[src/rtl/ddr_dqs_rcvr_cal_ctrl_pkg.sv]
// Shared DDR definitions used by the DQS receiver offset-calibration sequencer.
package ddr_global_pkg;

    typedef enum logic [2:0] {
        IDLE,
        WAIT0,
        SAMP0,
        STEP,
        WAIT,
        SAMP,
        NEXT,
        DONE
    } dqs_rcvr_cal_state_t;

    localparam int   DQS_CAL_SYNC_STAGES = 2;
    localparam logic DQS_CAL_LEG_T       = 1'b0;
    localparam logic DQS_CAL_LEG_C       = 1'b1;

endpackage

[src/rtl/ddr_dqs_rcvr_cal_ctrl_if.sv]
// Control/observation bundle between the calibration sequencer and the DQS receiver.
interface ddr_dqs_rcvr_cal_ctrl_if #(
    parameter int CAL_W    = 4,
    parameter int SETTLE_W = 8
);
    logic                i_cal_start;
    logic [SETTLE_W-1:0] i_settle_cnt;
    logic                i_dqs_t;
    logic                i_dqs_c;
    logic                o_rcvr_ena;
    logic                o_rxcal_ena;
    logic [CAL_W-1:0]    o_cal_p_t;
    logic [CAL_W-1:0]    o_cal_n_t;
    logic [CAL_W-1:0]    o_cal_p_c;
    logic [CAL_W-1:0]    o_cal_n_c;
    logic                o_busy;
    logic                o_done;
    logic                o_err_t;
    logic                o_err_c;

    // Sequencer side.
    modport slave (
        input  i_cal_start, i_settle_cnt, i_dqs_t, i_dqs_c,
        output o_rcvr_ena, o_rxcal_ena, o_cal_p_t, o_cal_n_t, o_cal_p_c, o_cal_n_c,
        output o_busy, o_done, o_err_t, o_err_c
    );

    // Requester / receiver side.
    modport master (
        output i_cal_start, i_settle_cnt, i_dqs_t, i_dqs_c,
        input  o_rcvr_ena, o_rxcal_ena, o_cal_p_t, o_cal_n_t, o_cal_p_c, o_cal_n_c,
        input  o_busy, o_done, o_err_t, o_err_c
    );
endinterface

[src/rtl/ddr_dqs_rcvr_cal_ctrl_demet.sv]
// Multi-flop demetastabiliser for a single asynchronous level signal.
module ddr_demet_r #(
    parameter int STAGES = 2
) (
    input  logic i_clk,
    input  logic i_rst,
    input  logic i_d,
    output logic o_q
);
    logic [STAGES-1:0] sync_q;

    // Shift the asynchronous input through the synchroniser chain.
    always_ff @(posedge i_clk or posedge i_rst) begin
        if (i_rst) begin
            sync_q <= '0;
        end else begin
            sync_q <= {sync_q[STAGES-2:0], i_d};
        end
    end

    assign o_q = sync_q[STAGES-1];
endmodule

[src/rtl/ddr_dqs_rcvr_cal_ctrl.sv]
// DQS differential receiver offset-calibration sequencer.
// With the receiver in rxcal mode (inputs shorted), each leg (T then C) sweeps
// its P or N code upward from 0 until the receiver output flips, then holds it.
//
// state | meaning
// IDLE  | waiting for a start pulse, codes hold last result
// WAIT0 | settle after leg entry before the first (direction) sample
// SAMP0 | sample active leg: 0 -> sweep P toward 1, 1 -> sweep N toward 0
// STEP  | bump the selected code, or flag saturation at max
// WAIT  | settle after a code change
// SAMP  | compare sample with target; flip ends the leg
// NEXT  | advance T -> C, or finish after C
// DONE  | drop enables, raise done
module ddr_dqs_rcvr_cal_ctrl
    import ddr_global_pkg::*;
#(
    parameter int CAL_W    = 4,
    parameter int SETTLE_W = 8
) (
    input  logic                    i_clk,
    input  logic                    i_rst,
    ddr_dqs_rcvr_cal_ctrl_if.slave  cal_if
);
    // Wait counter holds W-1 = max(settle,1)+1, which needs one extra bit.
    localparam int               CNT_W    = SETTLE_W + 1;
    localparam logic [CAL_W-1:0] CODE_MAX = '1;

    dqs_rcvr_cal_state_t state_q, state_d;

    logic [CNT_W-1:0]    wait_cnt_q;
    logic [CNT_W-1:0]    wait_load;
    logic [SETTLE_W-1:0] settle_eff;
    logic                leg_q;
    logic                dir_q;
    logic [CAL_W-1:0]    p_t_q, n_t_q, p_c_q, n_c_q;
    logic [CAL_W-1:0]    sel_code;
    logic                rcvr_ena_q, rxcal_ena_q, busy_q, done_q, err_t_q, err_c_q;
    logic                dqs_t_sync, dqs_c_sync;
    logic                leg_sample;
    logic                target;
    logic                in_wait;

    logic                start_acc, load_wait, samp_dir, inc_code, set_err, leg_to_c, finish;

    ddr_demet_r #(.STAGES(DQS_CAL_SYNC_STAGES)) u_demet_t (
        .i_clk (i_clk),
        .i_rst (i_rst),
        .i_d   (cal_if.i_dqs_t),
        .o_q   (dqs_t_sync)
    );

    ddr_demet_r #(.STAGES(DQS_CAL_SYNC_STAGES)) u_demet_c (
        .i_clk (i_clk),
        .i_rst (i_rst),
        .i_d   (cal_if.i_dqs_c),
        .o_q   (dqs_c_sync)
    );

    // A zero settle count still gets one cycle; the +1 covers the synchroniser
    // so the counter spans W = settle_eff + 2 cycles when loaded with W-1.
    assign settle_eff = (cal_if.i_settle_cnt == '0) ? SETTLE_W'(1) : cal_if.i_settle_cnt;
    assign wait_load  = {1'b0, settle_eff} + CNT_W'(1);

    assign leg_sample = (leg_q == DQS_CAL_LEG_C) ? dqs_c_sync : dqs_t_sync;
    assign target     = ~dir_q;
    assign in_wait    = (state_q == WAIT0) || (state_q == WAIT);

    // Pick the code currently being swept for the active leg and direction.
    always_comb begin
        sel_code = '0;
        unique case ({leg_q, dir_q})
            2'b00:   sel_code = p_t_q;
            2'b01:   sel_code = n_t_q;
            2'b10:   sel_code = p_c_q;
            default: sel_code = n_c_q;
        endcase
    end

    // State register.
    always_ff @(posedge i_clk or posedge i_rst) begin
        if (i_rst) begin
            state_q <= IDLE;
        end else begin
            state_q <= state_d;
        end
    end

    // Next-state decode and per-state datapath strobes.
    always_comb begin
        state_d   = state_q;
        start_acc = 1'b0;
        load_wait = 1'b0;
        samp_dir  = 1'b0;
        inc_code  = 1'b0;
        set_err   = 1'b0;
        leg_to_c  = 1'b0;
        finish    = 1'b0;
        unique case (state_q)
            IDLE: begin
                if (cal_if.i_cal_start) begin
                    start_acc = 1'b1;
                    load_wait = 1'b1;
                    state_d   = WAIT0;
                end
            end
            WAIT0: begin
                if (wait_cnt_q == '0) begin
                    state_d = SAMP0;
                end
            end
            SAMP0: begin
                samp_dir = 1'b1;
                state_d  = STEP;
            end
            STEP: begin
                if (sel_code == CODE_MAX) begin
                    set_err = 1'b1;
                    state_d = NEXT;
                end else begin
                    inc_code  = 1'b1;
                    load_wait = 1'b1;
                    state_d   = WAIT;
                end
            end
            WAIT: begin
                if (wait_cnt_q == '0) begin
                    state_d = SAMP;
                end
            end
            SAMP: begin
                state_d = (leg_sample == target) ? NEXT : STEP;
            end
            NEXT: begin
                if (leg_q == DQS_CAL_LEG_T) begin
                    leg_to_c  = 1'b1;
                    load_wait = 1'b1;
                    state_d   = WAIT0;
                end else begin
                    state_d = DONE;
                end
            end
            DONE: begin
                finish  = 1'b1;
                state_d = IDLE;
            end
            default: state_d = IDLE;
        endcase
    end

    // Settle timer: loaded on every wait entry, counts down to terminal zero.
    always_ff @(posedge i_clk or posedge i_rst) begin
        if (i_rst) begin
            wait_cnt_q <= '0;
        end else if (load_wait) begin
            wait_cnt_q <= wait_load;
        end else if (in_wait && (wait_cnt_q != '0)) begin
            wait_cnt_q <= wait_cnt_q - CNT_W'(1);
        end
    end

    // Calibration codes, leg/direction select and status flags.
    always_ff @(posedge i_clk or posedge i_rst) begin
        if (i_rst) begin
            leg_q       <= DQS_CAL_LEG_T;
            dir_q       <= 1'b0;
            p_t_q       <= '0;
            n_t_q       <= '0;
            p_c_q       <= '0;
            n_c_q       <= '0;
            rcvr_ena_q  <= 1'b0;
            rxcal_ena_q <= 1'b0;
            busy_q      <= 1'b0;
            done_q      <= 1'b0;
            err_t_q     <= 1'b0;
            err_c_q     <= 1'b0;
        end else begin
            if (start_acc) begin
                leg_q       <= DQS_CAL_LEG_T;
                dir_q       <= 1'b0;
                p_t_q       <= '0;
                n_t_q       <= '0;
                p_c_q       <= '0;
                n_c_q       <= '0;
                rcvr_ena_q  <= 1'b1;
                rxcal_ena_q <= 1'b1;
                busy_q      <= 1'b1;
                done_q      <= 1'b0;
                err_t_q     <= 1'b0;
                err_c_q     <= 1'b0;
            end
            if (samp_dir) begin
                dir_q <= leg_sample;
            end
            if (inc_code) begin
                unique case ({leg_q, dir_q})
                    2'b00:   p_t_q <= p_t_q + CAL_W'(1);
                    2'b01:   n_t_q <= n_t_q + CAL_W'(1);
                    2'b10:   p_c_q <= p_c_q + CAL_W'(1);
                    default: n_c_q <= n_c_q + CAL_W'(1);
                endcase
            end
            if (set_err) begin
                if (leg_q == DQS_CAL_LEG_C) begin
                    err_c_q <= 1'b1;
                end else begin
                    err_t_q <= 1'b1;
                end
            end
            if (leg_to_c) begin
                leg_q <= DQS_CAL_LEG_C;
            end
            if (finish) begin
                rcvr_ena_q  <= 1'b0;
                rxcal_ena_q <= 1'b0;
                busy_q      <= 1'b0;
                done_q      <= 1'b1;
            end
        end
    end

    assign cal_if.o_rcvr_ena  = rcvr_ena_q;
    assign cal_if.o_rxcal_ena = rxcal_ena_q;
    assign cal_if.o_cal_p_t   = p_t_q;
    assign cal_if.o_cal_n_t   = n_t_q;
    assign cal_if.o_cal_p_c   = p_c_q;
    assign cal_if.o_cal_n_c   = n_c_q;
    assign cal_if.o_busy      = busy_q;
    assign cal_if.o_done      = done_q;
    assign cal_if.o_err_t     = err_t_q;
    assign cal_if.o_err_c     = err_c_q;
endmodule

[src/flat_wrapper.sv]
// flat-port wrapper written by rule: the top's interface ports become plain ports
module ddr_dqs_rcvr_cal_ctrl_flat import ddr_global_pkg::*;
#(
    parameter int CAL_W    = 4,
    parameter int SETTLE_W = 8
)
  (i_clk, i_rst, cal_if_i_cal_start, cal_if_i_settle_cnt, cal_if_i_dqs_t, cal_if_i_dqs_c, cal_if_o_rcvr_ena, cal_if_o_rxcal_ena, cal_if_o_cal_p_t, cal_if_o_cal_n_t, cal_if_o_cal_p_c, cal_if_o_cal_n_c, cal_if_o_busy, cal_if_o_done, cal_if_o_err_t, cal_if_o_err_c);
  ddr_dqs_rcvr_cal_ctrl_if #(.CAL_W(CAL_W), .SETTLE_W(SETTLE_W)) cal_if_i ();
  input  logic i_clk;
  input  logic i_rst;
  input wire logic [$bits(cal_if_i.i_cal_start)-1:0] cal_if_i_cal_start;
  input wire logic [$bits(cal_if_i.i_settle_cnt)-1:0] cal_if_i_settle_cnt;
  input wire logic [$bits(cal_if_i.i_dqs_t)-1:0] cal_if_i_dqs_t;
  input wire logic [$bits(cal_if_i.i_dqs_c)-1:0] cal_if_i_dqs_c;
  output wire logic [$bits(cal_if_i.o_rcvr_ena)-1:0] cal_if_o_rcvr_ena;
  output wire logic [$bits(cal_if_i.o_rxcal_ena)-1:0] cal_if_o_rxcal_ena;
  output wire logic [$bits(cal_if_i.o_cal_p_t)-1:0] cal_if_o_cal_p_t;
  output wire logic [$bits(cal_if_i.o_cal_n_t)-1:0] cal_if_o_cal_n_t;
  output wire logic [$bits(cal_if_i.o_cal_p_c)-1:0] cal_if_o_cal_p_c;
  output wire logic [$bits(cal_if_i.o_cal_n_c)-1:0] cal_if_o_cal_n_c;
  output wire logic [$bits(cal_if_i.o_busy)-1:0] cal_if_o_busy;
  output wire logic [$bits(cal_if_i.o_done)-1:0] cal_if_o_done;
  output wire logic [$bits(cal_if_i.o_err_t)-1:0] cal_if_o_err_t;
  output wire logic [$bits(cal_if_i.o_err_c)-1:0] cal_if_o_err_c;
  assign cal_if_i.i_cal_start = cal_if_i_cal_start;
  assign cal_if_i.i_settle_cnt = cal_if_i_settle_cnt;
  assign cal_if_i.i_dqs_t = cal_if_i_dqs_t;
  assign cal_if_i.i_dqs_c = cal_if_i_dqs_c;
  assign cal_if_o_rcvr_ena = cal_if_i.o_rcvr_ena;
  assign cal_if_o_rxcal_ena = cal_if_i.o_rxcal_ena;
  assign cal_if_o_cal_p_t = cal_if_i.o_cal_p_t;
  assign cal_if_o_cal_n_t = cal_if_i.o_cal_n_t;
  assign cal_if_o_cal_p_c = cal_if_i.o_cal_p_c;
  assign cal_if_o_cal_n_c = cal_if_i.o_cal_n_c;
  assign cal_if_o_busy = cal_if_i.o_busy;
  assign cal_if_o_done = cal_if_i.o_done;
  assign cal_if_o_err_t = cal_if_i.o_err_t;
  assign cal_if_o_err_c = cal_if_i.o_err_c;
  ddr_dqs_rcvr_cal_ctrl #(.CAL_W(CAL_W), .SETTLE_W(SETTLE_W)) u_core (.i_clk(i_clk), .i_rst(i_rst), .cal_if(cal_if_i));
endmodule
[config.mk]
export PLATFORM = sky130hd
export DESIGN_NAME = ddr_dqs_rcvr_cal_ctrl_flat
export DESIGN_NICKNAME = d
export VERILOG_FILES = /design/src/rtl/ddr_dqs_rcvr_cal_ctrl_pkg.sv /design/src/rtl/ddr_dqs_rcvr_cal_ctrl_if.sv /design/src/rtl/ddr_dqs_rcvr_cal_ctrl_demet.sv /design/src/rtl/ddr_dqs_rcvr_cal_ctrl.sv /design/src/flat_wrapper.sv
export SDC_FILE = /design/constraint.sdc
export NUM_CORES = 1
export LEC_CHECK = 0
export BUFFER_PORTS_ARGS = -buffer_cell sky130_fd_sc_hd__buf_2
export CELL_PAD_IN_SITES_DETAIL_PLACEMENT = 1
export CELL_PAD_IN_SITES_GLOBAL_PLACEMENT = 1
export CORE_UTILIZATION = 44
export DETAILED_ROUTE_END_ITERATION = 6
export PLACE_DENSITY = 0.9
export SYNTH_ARGS = -nofsm -noshare
export SYNTH_HDL_FRONTEND = slang
export SYNTH_SLANG_ARGS = --single-unit
[constraint.sdc]
create_clock -name i_clk -period 2.23 [get_ports i_clk]
set_input_delay 0.446 -clock i_clk [delete_from_list [all_inputs] [get_ports i_clk]]
set_output_delay 0.446 -clock i_clk [all_outputs]
set_load 0.005 [all_outputs]
Word level (Yosys, flattened, before mapping)
Index checks and enable logic that the tools add are counted.
W data, S select, Z words.
{ "word_totals": {"register_bits": 38, "input_bits": 13, "output_inout_bits": 22} }
{ "op_classes": {"addsub": 6, "n_eq_ne": 14, "n_mux": 47, "n_bitwise": 1, "reduce_logical": 13} }
{ "ops": {"columns": ["op", "n"], "rows": [
  ["$mux W4", 12],
  ["$pmux W3 S8", 1],
  ["$mux W1", 23],
  ["$mux W9", 2],
  ["$add A4 B1 Y4 const B", 4],
  ["$mux W3", 5],
  ["$eq A3 B3 Y1 const B", 4],
  ["$pmux W4 S3", 1],
  ["$add A8 B1 Y9 const B", 1],
  ["$logic_not A9 Y1", 1],
  ["$reduce_bool A9 Y1", 1],
  ["$sub A9 B1 Y9 const B", 1],
  ["$logic_not A8 Y1", 1],
  ["$mux W8", 1],
  ["$reduce_bool A2 Y1", 4],
  ["$eq A3 B2 Y1 const B", 2],
  ["$ne A2 B2 Y1 const B", 3],
  ["$eq A4 B4 Y1 const B", 1],
  ["$eq A3 B1 Y1 const B", 1],
  ["$logic_not A3 Y1", 1],
  ["$pmux W1 S3", 1],
  ["$reduce_and A3 Y1", 1],
  ["$reduce_or A3 Y1", 1],
  ["$eq A2 B1 Y1 const B", 1],
  ["7 further kinds", 7]
]} }

Logic depth before layout (Yosys ltp)
{ "logic_depth": {"ltp_word": 6, "mapped_depth": 7} }

Modules after synthesis
Synthesis repeated with hierarchy kept, for this count alone.
{ "unflattened": {"cells_unflattened": 231, "area_unflattened_um2": 2188.3} }
{ "modules_own_cells": {"columns": ["module", "instances", "cells_per_inst", "area_per_inst_um2", "seq_area_each_um2"], "rows": [
  ["ddr_dqs_rcvr_cal_ctrl", 1, 225, 2080.7, 850.8],
  ["ddr_demet_r", 2, 3, 53.8, 50.0]
]} }

Worst setup path before layout
OpenSTA, ideal clock, no wires.
{ "synth_timing": {"kind": "register to register", "from": "reg u_core.dir_q", "to": "reg u_core.wait_cnt_q[1]", "arrival_time_ns": 1.720, "setup_slack_ns": 0.384, "stages_incl_launch_ff": 8, "period_less_slack_ns": 1.846, "path_cell_list": "dfrtp_1 > buf_6 > or2_4 > o211ai_4 > a21oi_4 > a21oi_4 > buf_12 > mux2_4"} }
{ "synth_between": {"elab_chain_len": 6} }
{ "synth_lines": {"columns": ["item", "line", "source"], "rows": [
  ["start: declaration", "ddr_dqs_rcvr_cal_ctrl.sv:34", "logic dir_q;"],
  ["start signal: assignment", "ddr_dqs_rcvr_cal_ctrl.sv:192", "dir_q <= leg_sample;"],
  ["$eq A2 B2 Y1 (tied with other cells)", "ddr_dqs_rcvr_cal_ctrl.sv:71", "unique case ({leg_q, dir_q})"],
  ["$pmux W4 S3 *", "ddr_dqs_rcvr_cal_ctrl.sv:71", null],
  ["$eq A4 B4 Y1 *", "ddr_dqs_rcvr_cal_ctrl.sv:116", "if (sel_code == CODE_MAX) begin"],
  ["$mux W1 *", "ddr_dqs_rcvr_cal_ctrl.sv:116", null],
  ["$pmux W1 S3 *", "ddr_dqs_rcvr_cal_ctrl.sv:98", "unique case (state_q)"],
  ["$mux W9 or $reduce_bool A2 Y1 (tied branches)", null, null],
  ["end signal: assignment", "ddr_dqs_rcvr_cal_ctrl.sv:155", "wait_cnt_q <= wait_load;"],
  ["end signal: assignment", "ddr_dqs_rcvr_cal_ctrl.sv:157", "wait_cnt_q <= wait_cnt_q - CNT_W'(1);"],
  ["end: declaration", "ddr_dqs_rcvr_cal_ctrl.sv:30", "logic [CNT_W-1:0] wait_cnt_q;"]
]} }
Mark *: on every way between the ends. The rest lies on a longest branch, timed or not.
A chain may end at the register's enable or synchronous reset.

Worst setup path after layout
{ "layout_timing": {"from": "reg u_core.dir_q", "to": "reg u_core.wait_cnt_q[2]"} }
The elaborated chain is that of the path after synthesis.

==> key figures <==
Run status
  • Status: complete, no violations

Cells and area
  • Ant diodes: 0
  • # fillers: 586
  • Storage cell area: 950.9 um2
  • Final Cell Area: 2540 um2
  • Share of cells above drive strength 1: 0.2394
  • Nets: 276
  • Non-Filler Instances: 326
  • Area delta synth->final: 13.34%
  • Multi-input gate area: 1150 um2

Clock tree
  • CTS resizes: 0
  • Hold-fix buffers, CTS: 0
  • CTS Root Cell: clkbuf_8
  • CTS Sinks: 38
  • TritonCTS Buffers: 5
  • CTS tree: yes
  • H-Tree Depth: 2
  • Clock buffer depth: 2
  • Setup Fix Bufs, Post-CTS: 0
  • Clk Latency, worst-skew pair: 300 ps
  • Reg clk slew, reported paths: 80 ps

Place
  • PortBufs: 34
  • GPL Wtd Cong: just over 0.7
  • Post-DP HPWL: 3618 um
  • Placed Instances: approximately 320
  • DP Area: 2445 um2

Logic synthesis
  • Post-synthesis average cell area: roughly 10 um2
  • Ys async rst share: 1.000
  • Post-synthesis sequential area ratio: 0.4243
  • Yosys Warn Count: 0
  • Top_reg_cell synth: dfrtp_1
  • Yosys reg bits: 38
  • Number of distinct library cells after synthesis: 47
  • Syn nets: about 240
  • EDFF count, synth: 0
  • Mapped Cells: 221
  • Syn Std Cell Area: 2241 um2

Die
  • Die height: 73.37 um
  • Full die area: 5382 um2
  • Row Count: 25
  • # IOs: 35
  • Die X: 73.37 um
  • Core ar.: 4817 um2
  • Initial core utilization: 0.4652

Timing
  • Final Cycle Share: 0.9060
  • Setup total negative slack: 0 ps
  • Worst Hold Margin: 241.1 ps
  • Clock skew: 10.67 ps
  • FMAX: 495.0 MHz
  • Tightest Pin Transition: 523.1 ps
  • Final Hold Fails: 0
  • Setup violations, final: 0
  • Slew Viols, Final: 0
  • RSZ-0062 raised after global routing: no
  • Slew headroom: 0.6513
  • Minimum clock period: 2020 ps

Drt
  • Routed length on met2: around 2500 um
  • Antenna-violating nets left: 0
  • Remaining DRCs: 0
  • WL final: approximately 4900 um
  • Vias/cell: 5.371
  • Highest routed layer: met4
  • First-pass DRT Iterations: 4
  • M1 wire length: about 2100 um
  • Routed wire per std cell: 15.11 um
  • DR vias: 1751
  • DR WL met3: 143 um
  • Initial DRC count: between 70 and 80

Power
  • Comb power frac: 0.397
  • Clk pwr share: 0.190
  • Switching pwr: around 0.0011 W
  • Switching Fraction: 0.3959
  • Pwr Density: around 1000 nW/um2
  • P_leak: roughly 1.3 nW
  • Sequential share of power: 0.413
  • Power Total: 0.002663 W
  • Internal power: 0.001609 W
  • Peak VDD IR: 493.1 uV

Global routing
  • Largest net degree at the start of global routing: 39
  • First-pass GRT wire length: 8155 um
  • Vias in the first global route: 1784
  • GRT Overall Usage: 0.2013
  • Gr ovfl total: 0
  • Initial antenna violation count: 0

Min path
  • Min-delay worst type: in2async

Worst setup path
  • R2R depth: 6
  • Worst Setup End Kind: flop
  • Critical path launch point type: flop
  • Worst EP required: 2450 ps
  • Peak fanout along the critical path: 9
  • Path type of the worst setup path: reg2reg
  • Data arrival time of the worst path: 2240 ps

Run
  • Max Cap Viol: 0
[per-stage QoR]
step	setup WS, ps	utilization
6_report	209.7	0.5273
3_5_place_dp	257.1	0.5075
4_1_cts	200.7	0.5273
5_1_grt	88.23	0.5273
3_3_place_gp	346.1	0.5075
2_1_floorplan	384.4	-
[cells in the final DEF (no fill, tap or decap), drive strengths merged, types with 2 or more instances in the layout]
cell and n:
clkbuf 6, or2 3, a22o 2, nor2 17, a21oi 10, nand2b 4
o211ai 2, nor3b 2, nor4 3, a21o 2, nand3 9, buf 41
o21ai 5, nand4b 5, xnor2 5, dfrtp 38, ha 5, nand2 31
inv 10, xor2 8, nor3 2, a31o 2, and3 3, nand4 5
mux2i 21
[metal layers]
layer	up-vias	global-route usage
met2	34	0.3621
met5	-	0
met3	10	0.04801
met4	0	0.09615
met1	857	0.2228
li1	850	-
[kinds of logic after synthesis]
kind of cell | after synthesis | share of synthesized area
AND/OR/NAND/NOR | 89 | 0.2027
XOR/XNOR | 13 | 0.05081
multiplexers | 22 | 0.1005
flip-flops | 38 | 0.4243
adder cells (fa/ha/maj) | 5 | 0.02792
buffers and inverters | 21 | 0.06254
AO/OA/AOI/OAI | 33 | 0.1312
[cell usage after synthesis (all sizes together), types with 3 or more instances]
| master | instances | share of area |
|---|---|---|
| a21oi | 10 | 0.032 |
| and3 | 3 | 0.0084 |
| buf | 7 | 0.030 |
| clkbuf | 4 | 0.016 |
| dfrtp | 38 | 0.42 |
| ha | 5 | 0.028 |
| inv | 10 | 0.017 |
| mux2i | 21 | 0.094 |
| nand2 | 31 | 0.052 |
| nand2b | 4 | 0.011 |
| nand3 | 9 | 0.020 |
| nand4 | 5 | 0.014 |
| nand4b | 5 | 0.020 |
| nor2 | 17 | 0.028 |
| nor4 | 3 | 0.0084 |
| o21ai | 5 | 0.011 |
| or2 | 3 | 0.011 |
| xnor2 | 5 | 0.020 |
| xor2 | 8 | 0.031 |
[final cells by class]
cell class | instances | area share
multi-input cells | 162 | 0.4527
clock inverters | 2 | 0.004926
flip-flops and latches | 38 | 0.3744
repair buffers | 41 | 0.08768
well taps | 67 | 0.03300
clock buffers | 6 | 0.03251
inverters | 10 | 0.01478
[critical path: stages, from the launching register on]
cell,delay [ps]
dfrtp_1,500
or2_4,340
o211ai_4,270
a21oi_4,140
a21oi_4,300
buf_4,200
mux2i_1,180
[power by group through the flow]
stage	clock (W)	sequential (W)	combinational [W]
3_5_place_dp	0	0.00111	0.00106
3_3_place_gp	0	0.00110	0.00101
2_1_floorplan	0	0.00101	0.000923
4_1_cts	0.000518	0.00110	0.00108
5_1_grt	0.000537	0.00113	0.00119
6_report	0.000506	0.00110	0.00106
[path summary, 6_finish.rpt]
path | to | startpoint | slack (ps)
setup reg to reg | u_core.wait_cnt_q[2] | u_core.dir_q | 210
setup / recovery | u_core.wait_cnt_q[2] | u_core.dir_q | 210
hold / removal | u_core.cal_if.o_cal_p_t[1] | i_rst | 240
min in group i_clk | u_core.u_demet_c.sync_q[0] | cal_if_i_dqs_c | 240
hold reg to reg | u_core.u_demet_t.sync_q[1] | u_core.u_demet_t.sync_q[0] | 360
max in group asynchronous | u_core.cal_if.o_rcvr_ena | i_rst | 1650
[state kept, by name (all words and copies together) (netlist names)]
signal                    count
u_core.cal_if.o_cal_n_c       4
u_core.cal_if.o_cal_n_t       4
u_core.cal_if.o_rcvr_ena      1
u_core.cal_if.o_err_c         1
u_core.cal_if.o_cal_p_t       4
u_core.cal_if.o_cal_p_c       4
u_core.wait_cnt_q             9
u_core.cal_if.o_err_t         1
u_core.cal_if.o_done          1
u_core.u_demet_c.sync_q       2
u_core.state_q                3
u_core.leg_q                  1
u_core.dir_q                  1
u_core.u_demet_t.sync_q       2
Power figures use the tool's default switching activity.
